--- src/rtl/hazard_stall_ctrl.sv ---
// rtl/hazard_stall_ctrl.sv - pipeline stall/flush controller for load-use, load-to-branch and multi-cycle EX hazards
//
// Purpose:
//   Sits beside the forwarding unit in the ID stage and covers the hazards that
//   forwarding cannot resolve. It drives the PC / IF_ID / ID_EX write controls,
//   the ID_EX bubble, the IF_ID flush and the EX hold for multi-cycle ops.
//   Outputs are combinational from the state register and the current inputs,
//   so a hazard is acted on in the cycle it is detected.
//
// Optional feature macro: HAZARD_PERF_CNT_EN
//   When defined, the stall_cycles and flush_count saturating performance
//   counters (PERF_CNT_W bits wide) are added. When it is undefined, those
//   ports, that parameter and the counters do not exist.
//
// Parameters:
//   MC_MAX_CYCLES  stall cycles allowed for a multi-cycle op before forced release
//   PERF_CNT_W     performance counter width (HAZARD_PERF_CNT_EN only)
//
// Ports:
//   clk, rst                      clock (rising edge), async active-high reset
//   IF_ID_rs1/rs2, IF_ID_use_*    source registers of the ID instruction, and read flags
//   branch, branch_taken          the ID instruction is a branch, and its resolved outcome
//   ID_EX_rd, ID_EX_mem_read      destination register of the EX instruction, and its load flag
//   EX_MEM_rd, EX_MEM_mem_read    destination register of the MEM instruction, and its load flag
//   mc_start, mc_done             multi-cycle op entered EX / result valid pulse
//   pc_write, IF_ID_write         PC and IF/ID register write enables
//   IF_ID_flush, ID_EX_bubble     squash IF/ID, insert NOP into ID/EX
//   EX_stall                      hold ID/EX and EX/MEM while a multi-cycle op runs
//   mc_timeout                    1-cycle pulse when a multi-cycle wait is force-released
//   stall_cycles, flush_count     performance counters (HAZARD_PERF_CNT_EN only)

module hazard_stall_ctrl #(
  parameter int MC_MAX_CYCLES = 64
`ifdef HAZARD_PERF_CNT_EN
  ,
  parameter int PERF_CNT_W = 32
`endif
) (
  input  logic       clk,
  input  logic       rst,
  input  logic [4:0] IF_ID_rs1,
  input  logic [4:0] IF_ID_rs2,
  input  logic       IF_ID_use_rs1,
  input  logic       IF_ID_use_rs2,
  input  logic       branch,
  input  logic       branch_taken,
  input  logic [4:0] ID_EX_rd,
  input  logic       ID_EX_mem_read,
  input  logic [4:0] EX_MEM_rd,
  input  logic       EX_MEM_mem_read,
  input  logic       mc_start,
  input  logic       mc_done,
  output logic       pc_write,
  output logic       IF_ID_write,
  output logic       IF_ID_flush,
  output logic       ID_EX_bubble,
  output logic       EX_stall,
  output logic       mc_timeout
`ifdef HAZARD_PERF_CNT_EN
  ,
  output logic [PERF_CNT_W-1:0] stall_cycles,
  output logic [PERF_CNT_W-1:0] flush_count
`endif
);

  localparam int CNT_W = (MC_MAX_CYCLES > 1) ? $clog2(MC_MAX_CYCLES) : 1;
  localparam logic [CNT_W-1:0] CNT_LAST = CNT_W'(MC_MAX_CYCLES - 1);

  typedef enum logic [1:0] {
    IDLE     = 2'd0,
    LU_STALL = 2'd1,
    MC_WAIT  = 2'd2
  } state_t;

  state_t           state, state_d;
  logic [CNT_W-1:0] cnt, cnt_d;

  // x0 is never a real producer, so rd==0 can never create a dependency.
  logic hit_ex, hit_mem;
  assign hit_ex  = (ID_EX_rd != 5'd0) &&
                   ((IF_ID_use_rs1 && (IF_ID_rs1 == ID_EX_rd)) ||
                    (IF_ID_use_rs2 && (IF_ID_rs2 == ID_EX_rd)));
  assign hit_mem = (EX_MEM_rd != 5'd0) &&
                   ((IF_ID_use_rs1 && (IF_ID_rs1 == EX_MEM_rd)) ||
                    (IF_ID_use_rs2 && (IF_ID_rs2 == EX_MEM_rd)));

  logic lu_alu, lu_br, mem_br, mc_enter;
  assign lu_alu   = ID_EX_mem_read  && hit_ex  && !branch;
  // A branch compares in ID, so a load in EX needs two cycles before its data can be forwarded.
  assign lu_br    = ID_EX_mem_read  && hit_ex  && branch;
  assign mem_br   = EX_MEM_mem_read && hit_mem && branch;
  // A unit that finishes in its start cycle never needs the pipeline held.
  assign mc_enter = mc_start && !mc_done;

  always_comb begin
    state_d      = state;
    cnt_d        = cnt;
    pc_write     = 1'b1;
    IF_ID_write  = 1'b1;
    IF_ID_flush  = 1'b0;
    ID_EX_bubble = 1'b0;
    EX_stall     = 1'b0;
    mc_timeout   = 1'b0;

    case (state)
      IDLE: begin
        cnt_d = '0;
        if (mc_enter) begin
          state_d     = MC_WAIT;
          EX_stall    = 1'b1;
          pc_write    = 1'b0;
          IF_ID_write = 1'b0;
        end else if (lu_br) begin
          state_d      = LU_STALL;
          pc_write     = 1'b0;
          IF_ID_write  = 1'b0;
          ID_EX_bubble = 1'b1;
        end else if (lu_alu || mem_br) begin
          pc_write     = 1'b0;
          IF_ID_write  = 1'b0;
          ID_EX_bubble = 1'b1;
        end else if (branch && branch_taken) begin
          IF_ID_flush = 1'b1;
        end
      end

      // Second bubble of a load-to-branch; the branch outcome is not yet trusted here.
      LU_STALL: begin
        state_d      = IDLE;
        pc_write     = 1'b0;
        IF_ID_write  = 1'b0;
        ID_EX_bubble = 1'b1;
      end

      // Release cycles (done or timeout) present plain normal outputs.
      MC_WAIT: begin
        if (mc_done) begin
          state_d = IDLE;
        end else if (cnt == CNT_LAST) begin
          state_d    = IDLE;
          mc_timeout = 1'b1;
        end else begin
          EX_stall    = 1'b1;
          pc_write    = 1'b0;
          IF_ID_write = 1'b0;
          cnt_d       = cnt + CNT_W'(1);
        end
      end

      default: begin
        state_d = IDLE;
        cnt_d   = '0;
      end
    endcase

    // While reset is held every control is forced inactive, including PC write.
    if (rst) begin
      pc_write     = 1'b0;
      IF_ID_write  = 1'b0;
      IF_ID_flush  = 1'b0;
      ID_EX_bubble = 1'b0;
      EX_stall     = 1'b0;
      mc_timeout   = 1'b0;
    end
  end

  always_ff @(posedge clk or posedge rst) begin
    if (rst) begin
      state <= IDLE;
      cnt   <= '0;
    end else begin
      state <= state_d;
      cnt   <= cnt_d;
    end
  end

`ifdef HAZARD_PERF_CNT_EN
  // Both counters stick at all-ones rather than wrapping.
  always_ff @(posedge clk or posedge rst) begin
    if (rst) begin
      stall_cycles <= '0;
      flush_count  <= '0;
    end else begin
      if (!pc_write && (stall_cycles != '1)) begin
        stall_cycles <= stall_cycles + PERF_CNT_W'(1);
      end
      if (IF_ID_flush && (flush_count != '1)) begin
        flush_count <= flush_count + PERF_CNT_W'(1);
      end
    end
  end
`endif

endmodule

--- config.mk ---
export PLATFORM = sky130hd
export DESIGN_NAME = hazard_stall_ctrl
export DESIGN_NICKNAME = d
export VERILOG_FILES = /design/src/rtl/hazard_stall_ctrl.sv
export SDC_FILE = /design/constraint.sdc
export NUM_CORES = 1
export LEC_CHECK = 0
export BUFFER_PORTS_ARGS = -buffer_cell sky130_fd_sc_hd__buf_2
export CORE_UTILIZATION = 45
export CTS_BUF_LIST = sky130_fd_sc_hd__clkbuf_16
export CTS_CLUSTER_DIAMETER = 50
export CTS_CLUSTER_SIZE = 12
export DETAILED_ROUTE_END_ITERATION = 8
export PLACE_DENSITY = 0.87
export SLEW_MARGIN = 10
export SYNTH_ARGS = -nofsm -noshare
export SYNTH_HDL_FRONTEND = slang
export SYNTH_SLANG_ARGS = --single-unit
--- constraint.sdc ---
create_clock -name clk -period 2.2 [get_ports clk]
set_clock_uncertainty 0.1 [all_clocks]
set_input_delay 0.33 -clock clk [delete_from_list [all_inputs] [get_ports clk]]
set_output_delay 0.33 -clock clk [all_outputs]
set_load 0.01 [all_outputs]
==> results.json <==
{
  "grt_antenna_before_repair": 0,
  "combPwrFrac_pct": 22.7,
  "grtUsageTotal_pct": 25.7,
  "dpl_worst_slack_ns": 0.0281,
  "wl_per_cell_um": 13.8,
  "p_leak_nw": 0.482,
  "num_rows": 14,
  "cp-end-kind": "output port",
  "hold_viol_final": 0,
  "hpwl_mm": 1.69,
  "ys_ff_latch": 8,
  "cp_data_required_time_ns": 1.77,
  "grt_pass1_wl_mm": 3.55,
  "nets": 166,
  "route.detailed.drc": 3,
  "gr-total-overflow": 0,
  "port_buffers": 35,
  "vias": 850,
  "stdcell_count": 149,
  "final.min_clock_period_ns": 2.19,
  "hp-class": "in2reg",
  "pin_count": 36,
  "slew_headroom_pct": 78.1,
  "max_freq_ghz": 0.457,
  "clock-sinks": 8,
  "crit_path_max_fanout": 4,
  "critPathKind": "reg2out",
  "highest_layer": "met4",
  "gp_congestion": 0.861,
  "cts_buffer_depth": 2,
  "core-area_um2": 1560,
  "viasPerCell": 5.70,
  "ant_nets": 0,
  "pwr-share-seq_pct": 26.0,
  "syn_nets": 122,
  "maxCapViolCount": 0,
  "p_per_area_nw_per_um2": 542,
  "rsz0062_at_grt": "true",
  "routed_wl_mm": 2.06,
  "utilization_pct": 71.1,
  "p_clk_share_pct": 51.3,
  "met2_length_mm": 1.09,
  "p_int_uw": 455,
  "cp-start-kind": "flip-flop",
  "clock_latency_ns": 0.23,
  "antenna_cells": 0,
  "dpl_cell_area_um2": 983,
  "power.switching_uw": 145,
  "areaGrowthSynthToFinish_pct": 42.0,
  "grt_pass1_vias": 841,
  "grt_max_degree": 9,
  "worst_slew_pin_slew_ns": 0.325,
  "wl_met1_um": 792,
  "fp.dieH_um": 43.7,
  "die_area_um2": 1910,
  "p_sw_share_pct": 24.2,
  "yosys.cell_types.count": 32,
  "dp_cells": 143,
  "status": "finished, violations left",
  "avgSynthCellArea_um2": 8.58,
  "drive_gt1_share_pct": 37.6,
  "first_pass_iters": 5,
  "start_util_pct": 50.1,
  "violations": "DRC",
  "setup_violations": 0,
  "synth-seq-area-share_pct": 25.6,
  "cts.clk_slew.worst_paths_ns": 0.04,
  "layout_common_cells": "35 x buf_2, 21 x xnor2_1, 14 x nand2_1",
  "layout.cells.most_common": "buf_2",
  "met3WireLength_um": 121,
  "slew_viol_final": 0,
  "die_x_um": 43.7,
  "cts_tree": "done",
  "ir_drop_mv": 0.491,
  "worst_slack_ns": 0.0115,
  "cts-buffers-inserted": 3,
  "syn-instance-count": 91,
  "cp.arrival_ns": 1.76,
  "synth_warnings": 0,
  "dr.first_iter.drc_count": 12,
  "final_cell_area_um2": 1110,
  "cts_root_buf": "clkbuf_16",
  "h-tree-depth": 1,
  "period_share_pct": 99.5,
  "syn_area_um2": 781
}
-- critical path, cell delays in order, from the launching register on --
cell and delay (ns):
dfrtp_1 0.37, ha_2 0.20, and3_4 0.19, and3_4 0.19, a2111oi_4 0.29, and2_1 0.16, buf_2 0.12
-- final timing paths --
kind / from / to / slack, ns / depth (start not counted)
max: cnt[0] / EX_stall / 0.01 / 6
min: mc_done / state[1] / 0.26 / 2
max reg2reg: cnt[0] / cnt[5] / 0.37 / 5
min reg2reg: cnt[5] / cnt[5] / 0.46 / 1
max in group asynchronous: rst / cnt[0] / 1.24 / 4
min in group asynchronous: rst / state[0] / 0.43 / 3
-- flip-flops by register name, indices dropped and copies added, names as in the netlist --
signal,count
cnt,6
state,2
-- logic make-up after synthesis --
logic type	share of synthesized area [%]
flops	25.6
mux	1.28
xor+xnor	25.8
simple gates	24.0
compound gates	18.7
fa+ha+maj	1.60
buf+inv	2.88
-- through the flow --
| step | TNS, ns | power [mW] | hold WS, ns |
|---|---|---|---|
| 2_1_floorplan | 0 | 0.228 | 0.0722 |
| 3_3_place_gp | 0 | 0.280 | 0.110 |
| 3_5_place_dp | 0 | 0.287 | 0.110 |
| 4_1_cts | 0 | 0.605 | 0.250 |
| 5_1_grt | -0.0724 | 0.631 | 0.266 |
| 6_report | 0 | 0.600 | 0.258 |
-- synth_stat cells --
| library cell | number | area [um^2] |
|---|---|---|
| a2111oi_2 | 1 | 15.0 |
| a211oi_1 | 1 | 7.51 |
| a21oi_1 | 1 | 5.00 |
| a31oi_2 | 1 | 12.5 |
| a32oi_2 | 1 | 16.3 |
| a41oi_1 | 1 | 8.76 |
| and2_1 | 2 | 12.5 |
| and2_2 | 1 | 7.51 |
| and3_1 | 3 | 18.8 |
| and4_1 | 3 | 26.3 |
| buf_4 | 1 | 7.51 |
| dfrtp_1 | 8 | 200 |
| ha_1 | 1 | 12.5 |
| inv_1 | 3 | 11.3 |
| inv_2 | 1 | 3.75 |
| mux2i_1 | 1 | 10.0 |
| nand2_1 | 14 | 52.6 |
| nand2b_1 | 1 | 6.26 |
| nand4_1 | 4 | 25.0 |
| nor2_1 | 2 | 7.51 |
| nor2b_1 | 1 | 6.26 |
| nor3_1 | 2 | 10.0 |
| nor4b_1 | 1 | 8.76 |
| o21ai_1 | 5 | 25.0 |
| o22ai_1 | 2 | 12.5 |
| o2bb2ai_1 | 2 | 17.5 |
| o311a_1 | 1 | 10.0 |
| o31ai_1 | 1 | 7.51 |
| o41ai_1 | 1 | 8.76 |
| or3_1 | 1 | 6.26 |
| xnor2_1 | 21 | 184 |
| xor2_1 | 2 | 17.5 |
-- metal layers --
metal / global-route usage (%) / vias up
met4: 13.1 / 0
met2: 46.6 / 39
met1: 27.6 / 387
met5: 0 / -
li1: - / 418
met3: 5.83 / 6
-- power groups by stage --
| stage | clock network [mW] | registers, mW | logic [mW] |
|---|---|---|---|
| 3_5_place_dp | 0 | 0.158 | 0.129 |
| 5_1_grt | 0.325 | 0.156 | 0.150 |
| 2_1_floorplan | 0 | 0.157 | 0.0710 |
| 4_1_cts | 0.312 | 0.156 | 0.137 |
| 6_report | 0.308 | 0.156 | 0.136 |
| 3_3_place_gp | 0 | 0.158 | 0.122 |
-- what timing repair did --
action                                  in CTS  in global routing
setup buffers                                2                  0
hold buffers                                 1                  0
hold endpoints to repair                     1                  0
endpoints found under the setup margin       1                  2
resized for setup                            4                  0
pin swaps                                    2                  2
-- final cells by class --
| type | instances | area (um^2) |
|---|---|---|
| Clock buffer | 3 | 75.1 |
| Fill cell | 117 | 450 |
| Inverter | 4 | 15.0 |
| Multi-Input combinational cell | 78 | 583 |
| Sequential cell | 8 | 200 |
| Tap cell | 16 | 20.0 |
| Timing Repair Buffer | 40 | 215 |
Power figures use the tool's default switching activity.
